--- src/rtl/pong_game_ctrl_pkg.sv ---
// Shared definitions for the pong match controller and its neighbours:
// state encodings, winner codes and small elaboration-time helpers.
package pong_game_ctrl_pkg;

    typedef enum logic [2:0] {
        ST_IDLE  = 3'd0,
        ST_SERVE = 3'd1,
        ST_PLAY  = 3'd2,
        ST_POINT = 3'd3,
        ST_OVER  = 3'd4
    } game_state_t;

    localparam logic [1:0] WIN_NONE = 2'b00;
    localparam logic [1:0] WIN_P1   = 2'b01;
    localparam logic [1:0] WIN_P2   = 2'b10;

    function automatic int max_int(input int a, input int b);
        return (a > b) ? a : b;
    endfunction

endpackage

--- src/rtl/pong_frame_timer.sv ---
// Frame countdown: loads a value, decrements on each frame tick and flags
// the tick that takes it from 1 to 0 with a single-cycle expire pulse.
module pong_frame_timer #(
    parameter int W = 7
) (
    input  logic         clk,
    input  logic         reset,
    input  logic         load,
    input  logic [W-1:0] load_val,
    input  logic         tick,
    output logic         expire
);

    logic [W-1:0] count;

    // A load wins over a coincident tick, so a freshly loaded value is never
    // shortened by the frame edge that arrives with the state entry.
    always_ff @(posedge clk or posedge reset) begin
        if (reset) begin
            count <= '0;
        end else if (load) begin
            count <= load_val;
        end else if (tick && (count != '0)) begin
            count <= count - W'(1);
        end
    end

    assign expire = tick && (count == W'(1));

endmodule

--- src/rtl/pong_game_ctrl.sv ---
// Pong match sequencer: serve delay, rally, point pause and game over,
// with score keeping and ball hold/serve direction control.
module pong_game_ctrl
    import pong_game_ctrl_pkg::*;
#(
    parameter int WIN_SCORE    = 7,
    parameter int SERVE_FRAMES = 60,
    parameter int POINT_FRAMES = 90,
    parameter int SCORE_W      = 4
) (
    input  logic               clk,
    input  logic               reset,
    input  logic               vsync,
    input  logic               start_btn,
    input  logic               miss_left,
    input  logic               miss_right,
    output logic               ball_hold,
    output logic               serve_dir,
    output logic [SCORE_W-1:0] score_p1,
    output logic [SCORE_W-1:0] score_p2,
    output logic [1:0]         winner,
    output logic [2:0]         state_o
);

    localparam int TIMER_W = $clog2(max_int(SERVE_FRAMES, POINT_FRAMES) + 1);
    localparam logic [TIMER_W-1:0] SERVE_LOAD = TIMER_W'(SERVE_FRAMES);
    localparam logic [TIMER_W-1:0] POINT_LOAD = TIMER_W'(POINT_FRAMES);
    localparam logic [SCORE_W-1:0] WIN_VAL    = SCORE_W'(WIN_SCORE);

    game_state_t        state;
    logic               vsync_q;
    logic               start_q;
    logic               frame_tick;
    logic               start_rise;
    logic               timer_load;
    logic [TIMER_W-1:0] timer_val;
    logic               timer_expire;
    logic [SCORE_W-1:0] p1_next;
    logic [SCORE_W-1:0] p2_next;
    logic               single_miss;
    logic               match_point;

    assign frame_tick  = vsync_q & ~vsync;
    assign start_rise  = start_btn & ~start_q;
    assign p1_next     = score_p1 + SCORE_W'(1);
    assign p2_next     = score_p2 + SCORE_W'(1);
    assign single_miss = miss_left ^ miss_right;
    assign match_point = single_miss && (miss_left ? (p2_next == WIN_VAL)
                                                   : (p1_next == WIN_VAL));
    assign state_o     = state;

    always_ff @(posedge clk or posedge reset) begin
        if (reset) begin
            vsync_q   <= 1'b0;
            start_q   <= 1'b0;
            ball_hold <= 1'b1;
        end else begin
            vsync_q   <= vsync;
            start_q   <= start_btn;
            ball_hold <= (state != ST_PLAY);
        end
    end

    // Every state entry that starts a countdown reloads the timer here.
    always_comb begin
        timer_load = 1'b0;
        timer_val  = SERVE_LOAD;
        unique case (state)
            ST_IDLE, ST_OVER: timer_load = start_rise;
            ST_PLAY: begin
                timer_load = (miss_left | miss_right) && !match_point;
                timer_val  = POINT_LOAD;
            end
            ST_POINT: timer_load = timer_expire;
            default: ;
        endcase
    end

    pong_frame_timer #(.W(TIMER_W)) u_timer (
        .clk      (clk),
        .reset    (reset),
        .load     (timer_load),
        .load_val (timer_val),
        .tick     (frame_tick),
        .expire   (timer_expire)
    );

    always_ff @(posedge clk or posedge reset) begin
        if (reset) begin
            state     <= ST_IDLE;
            serve_dir <= 1'b0;
            score_p1  <= '0;
            score_p2  <= '0;
            winner    <= WIN_NONE;
        end else begin
            unique case (state)
                ST_IDLE: begin
                    if (start_rise) begin
                        state    <= ST_SERVE;
                        score_p1 <= '0;
                        score_p2 <= '0;
                        winner   <= WIN_NONE;
                    end
                end
                ST_SERVE: begin
                    if (timer_expire) state <= ST_PLAY;
                end
                ST_PLAY: begin
                    // The next serve goes toward whoever just lost the point.
                    if (single_miss && miss_left) begin
                        score_p2  <= p2_next;
                        serve_dir <= 1'b0;
                    end else if (single_miss) begin
                        score_p1  <= p1_next;
                        serve_dir <= 1'b1;
                    end
                    if (match_point) begin
                        state  <= ST_OVER;
                        winner <= miss_left ? WIN_P2 : WIN_P1;
                    end else if (miss_left | miss_right) begin
                        state <= ST_POINT;
                    end
                end
                ST_POINT: begin
                    if (timer_expire) state <= ST_SERVE;
                end
                ST_OVER: begin
                    if (start_rise) begin
                        state     <= ST_SERVE;
                        score_p1  <= '0;
                        score_p2  <= '0;
                        winner    <= WIN_NONE;
                        serve_dir <= 1'b0;
                    end
                end
                default: state <= ST_IDLE;
            endcase
        end
    end

endmodule
--- config.mk ---
export PLATFORM = sky130hd
export DESIGN_NAME = pong_game_ctrl
export DESIGN_NICKNAME = d
export VERILOG_FILES = /design/src/rtl/pong_game_ctrl_pkg.sv /design/src/rtl/pong_frame_timer.sv /design/src/rtl/pong_game_ctrl.sv
export SDC_FILE = /design/constraint.sdc
export NUM_CORES = 1
export LEC_CHECK = 0
export CAP_MARGIN = 20
export CORE_MARGIN = 2
export CORE_UTILIZATION = 40
export DETAILED_ROUTE_END_ITERATION = 7
export HOLD_SLACK_MARGIN = 0.05
export SETUP_SLACK_MARGIN = 0.15
export SYNTH_ARGS = -nofsm -noshare
export SYNTH_HDL_FRONTEND = slang
export SYNTH_SLANG_ARGS = --single-unit
--- constraint.sdc ---
create_clock -name clk -period 3.25 [get_ports clk]
set_input_delay 0.65 -clock clk [delete_from_list [all_inputs] [get_ports clk]]
set_output_delay 0.65 -clock clk [all_outputs]
set_load 0.02 [all_outputs]
==> out/qor.txt <==
number of enable-type register cells in the synthesized netlist: 0
sequential group share of total power: 0.536
total leakage power: 0.7174 nW
Max stage delay cell, worst path: sky130_fd_sc_hd__clkdlybuf4s50_1
drt pass-1 iters: 4
number of maximum-capacitance violations: 0
Tmin final: 2.375 ns
HPWL Detailed: 2081 um
detailed-route via count: 1130
area of the core region: 3337 um2
vias per std cell: 5.330
Chip Width: 62.98 um
summed negative setup slack over all endpoints: 0 ns
pin count of the biggest net entering global routing: 25
number of nets in the layout: 180
average wire length per cell after detail routing: 13.25 um
post-cts gate resize count: 0
cells traversed along the worst timing path: clkdlybuf4s50_1 -> inv_1 -> ha_1 -> nand4bb_1 -> or2_0 -> nand2_1 -> o21ai_1 -> a21o_1
Sw Share: 0.3343
Worst Max-Slew Pin Slew: 0.9346 ns
TritonCTS clock tree: built
kind of end point of the critical path: flop
upper clock frequency limit: 421.1 MHz
CTS Buf Count: 3
clock sink count: 24
layout cells sized above 1: 0.09036
standard-cell rows: 21
Yosys warning total: 0
number of placed I/O pins: 21
overall routing resource usage: 0.1524
global-route congestion overflow total: 0
power per unit of standard cell area: 446.2 nW/um2
cell type group with the largest total delay on the critical path: simple AND/OR/NAND/NOR gates
maximum fanout count along the critical path: 8
drt first-iter violations: 70
per-instance average area after synthesis: 9.595 um2
vias in the first global route: 1029
Mapped Nets: 158
buffer type at the clock tree root: sky130_fd_sc_hd__clkbuf_4
htree depth: 1
logic gate share of total power: 0.245
Clk pwr share: 0.219
number of design rule violations left after detail routing: 0
critical path arrival: 2.60 ns
skew final: 0.007677 ns
Vert. Die Dim: 62.98 um
data required time at the worst endpoint: 3.47 ns
count of input and output buffers: 20
number of hold buffers added after cts: 0
Synth async-reset ratio: 1.000
worst supply voltage drop on vdd: 0.0001739 V
Internal Pwr Total: 0.0004961 W
placed cell count: 208
worst path buffer plus inverter count: 2
worst-case headroom to the max-slew limit: 0.3763
post-synthesis sequential area ratio: 0.4326
initial cell density of the core: 0.4169
most common library cell in the layout ignoring fill and taps: sky130_fd_sc_hd__dfrtp_1
type of element launching the critical path: input pin
number of hold violations in the final report: 0
biggest cell delay along the critical path: 0.53 ns
number of distinct library cells after synthesis: 39
routability cong.: 0.7860
antenna fix cells: 0
netlist area before placement: 1391 um2
Worst Setup Path Type: in -> reg
setup repair after global routing missed its margin: false
DRT antenna net count: 0
detailed-route wire length: 2809 um
post-route fraction of the period consumed by the critical path: 0.7307
pins over their slew limit: 0
Longest Clk Path Bufs: 2
wire length of the first global-routing pass: 4774 um
setup-violating endpoint count in the final report: 0
DIE AREA: 3966 um2
dominant synthesized flop cell: sky130_fd_sc_hd__dfrtp_1
outcome: finished, final reports clean
power dissipated by switching net loads: 0.0002491 W
antenna violations before repair: 0
relative area change from synthesis to final layout: 20.05%
Worst-path clk slew: 0.14 ns
Total Power Consumption: 0.0007452 W
setup bufs post-CTS: 0
insertion delay to the later sink of the worst-skew pair: 0.32 ns
total of flip-flops plus latches after synthesis: 24
cell count after synthesis: 145
final non-filler cell total: 212
path type of the worst min-delay path: reg -> reg
commonest cells after routing, fill and taps aside: 23 x sky130_fd_sc_hd__dfrtp_1, 20 x sky130_fd_sc_hd__clkdlybuf4s50_1, 18 x sky130_fd_sc_hd__nand2_1
# fillers: 340
[flip-flops by register name, indices dropped and copies added (netlist names)]
signal,flops
ball_hold,1
u_timer.count,7
state_o,3
score_p2,4
vsync_q,1
start_q,1
score_p1,4
serve_dir,1
winner,2
[stage by stage]
stage	worst slack, ns	util	instance area, um2	hold slack (ns)
6_report	0.8751	0.5006	1670	0.5366
5_1_grt	0.7105	0.5006	1670	0.5829
4_1_cts	0.8909	0.5006	1670	0.5374
3_5_place_dp	0.5482	0.4897	1634	0.5057
3_3_place_gp	0.6327	0.4897	1634	0.5235
2_1_floorplan	1.299	-	1391	0.5530
[worst register-to-register path: stages, from the launching register on]
cell	delay, ns
sky130_fd_sc_hd__dfrtp_1	0.46
sky130_fd_sc_hd__ha_1	0.26
sky130_fd_sc_hd__xor2_1	0.17
sky130_fd_sc_hd__and4_1	0.24
sky130_fd_sc_hd__o21ai_2	0.27
sky130_fd_sc_hd__nand2_1	0.18
sky130_fd_sc_hd__a21o_1	0.19
[kinds of logic after synthesis]
family | count (synthesis) | synth area share
flops | 24 | 0.4326
buf+inv | 12 | 0.03507
compound gates | 33 | 0.1610
fa+ha+maj | 7 | 0.06295
xor+xnor | 5 | 0.03148
mux | 2 | 0.01439
simple gates | 62 | 0.2626
[cell type report]
cell class / count / area [um2] / area share
clock buffer: 4 / 36.28 / 0.02172
inverter: 9 / 33.78 / 0.02022
multi-input combinational: 109 / 740.7 / 0.4434
sequential: 24 / 601.8 / 0.3603
tap: 46 / 57.56 / 0.03446
timing repair buffer: 20 / 200.2 / 0.1199
[power by group through the flow]
stage,logic [W],clock network (W),registers (W)
2_1_floorplan,0.000131,0,0.000397
3_3_place_gp,0.000179,0,0.000402
3_5_place_dp,0.000182,0,0.000403
4_1_cts,0.000185,0.000166,0.000397
5_1_grt,0.000206,0.000185,0.000405
6_report,0.000182,0.000163,0.000400
[per-layer routing]
layer	GRT usage	part of all wire	vias to the layer above
met1	0.2199	0.53	541
li1	-	-	557
met3	0.02703	0.036	4
met4	0.05000	0.010	0
met2	0.2301	0.43	28
met5	0	0	-
[Yosys cell counts, types with 3 or more instances]
cell type / n / share of area
sky130_fd_sc_hd__dfrtp_1: 23 / 0.41
sky130_fd_sc_hd__nand3_1: 10 / 0.036
sky130_fd_sc_hd__a21oi_1: 4 / 0.014
sky130_fd_sc_hd__o21ai_1: 4 / 0.014
sky130_fd_sc_hd__xnor2_1: 3 / 0.019
sky130_fd_sc_hd__nand2_1: 18 / 0.049
sky130_fd_sc_hd__ha_1: 7 / 0.063
sky130_fd_sc_hd__buf_2: 3 / 0.011
sky130_fd_sc_hd__o21ai_0: 11 / 0.040
sky130_fd_sc_hd__inv_1: 9 / 0.024
sky130_fd_sc_hd__a21o_1: 3 / 0.016
sky130_fd_sc_hd__nor3_1: 3 / 0.011
sky130_fd_sc_hd__nor2_1: 13 / 0.035
[path summary, 6_finish.rpt]
path | startpoint | to | slack, ns | cells past startpoint
max | miss_left | score_p1[2] | 0.88 | 8
min | serve_dir | serve_dir | 0.54 | 2
max reg2reg | score_p1[0] | u_timer.count[5] | 1.39 | 6
min reg2reg | serve_dir | serve_dir | 0.54 | 2
max in group asynchronous | reset | score_p2[2] | 1.86 | 2
min in group asynchronous | reset | vsync_q | 0.82 | 2
No activity file was read; power rests on OpenSTA's default activity.
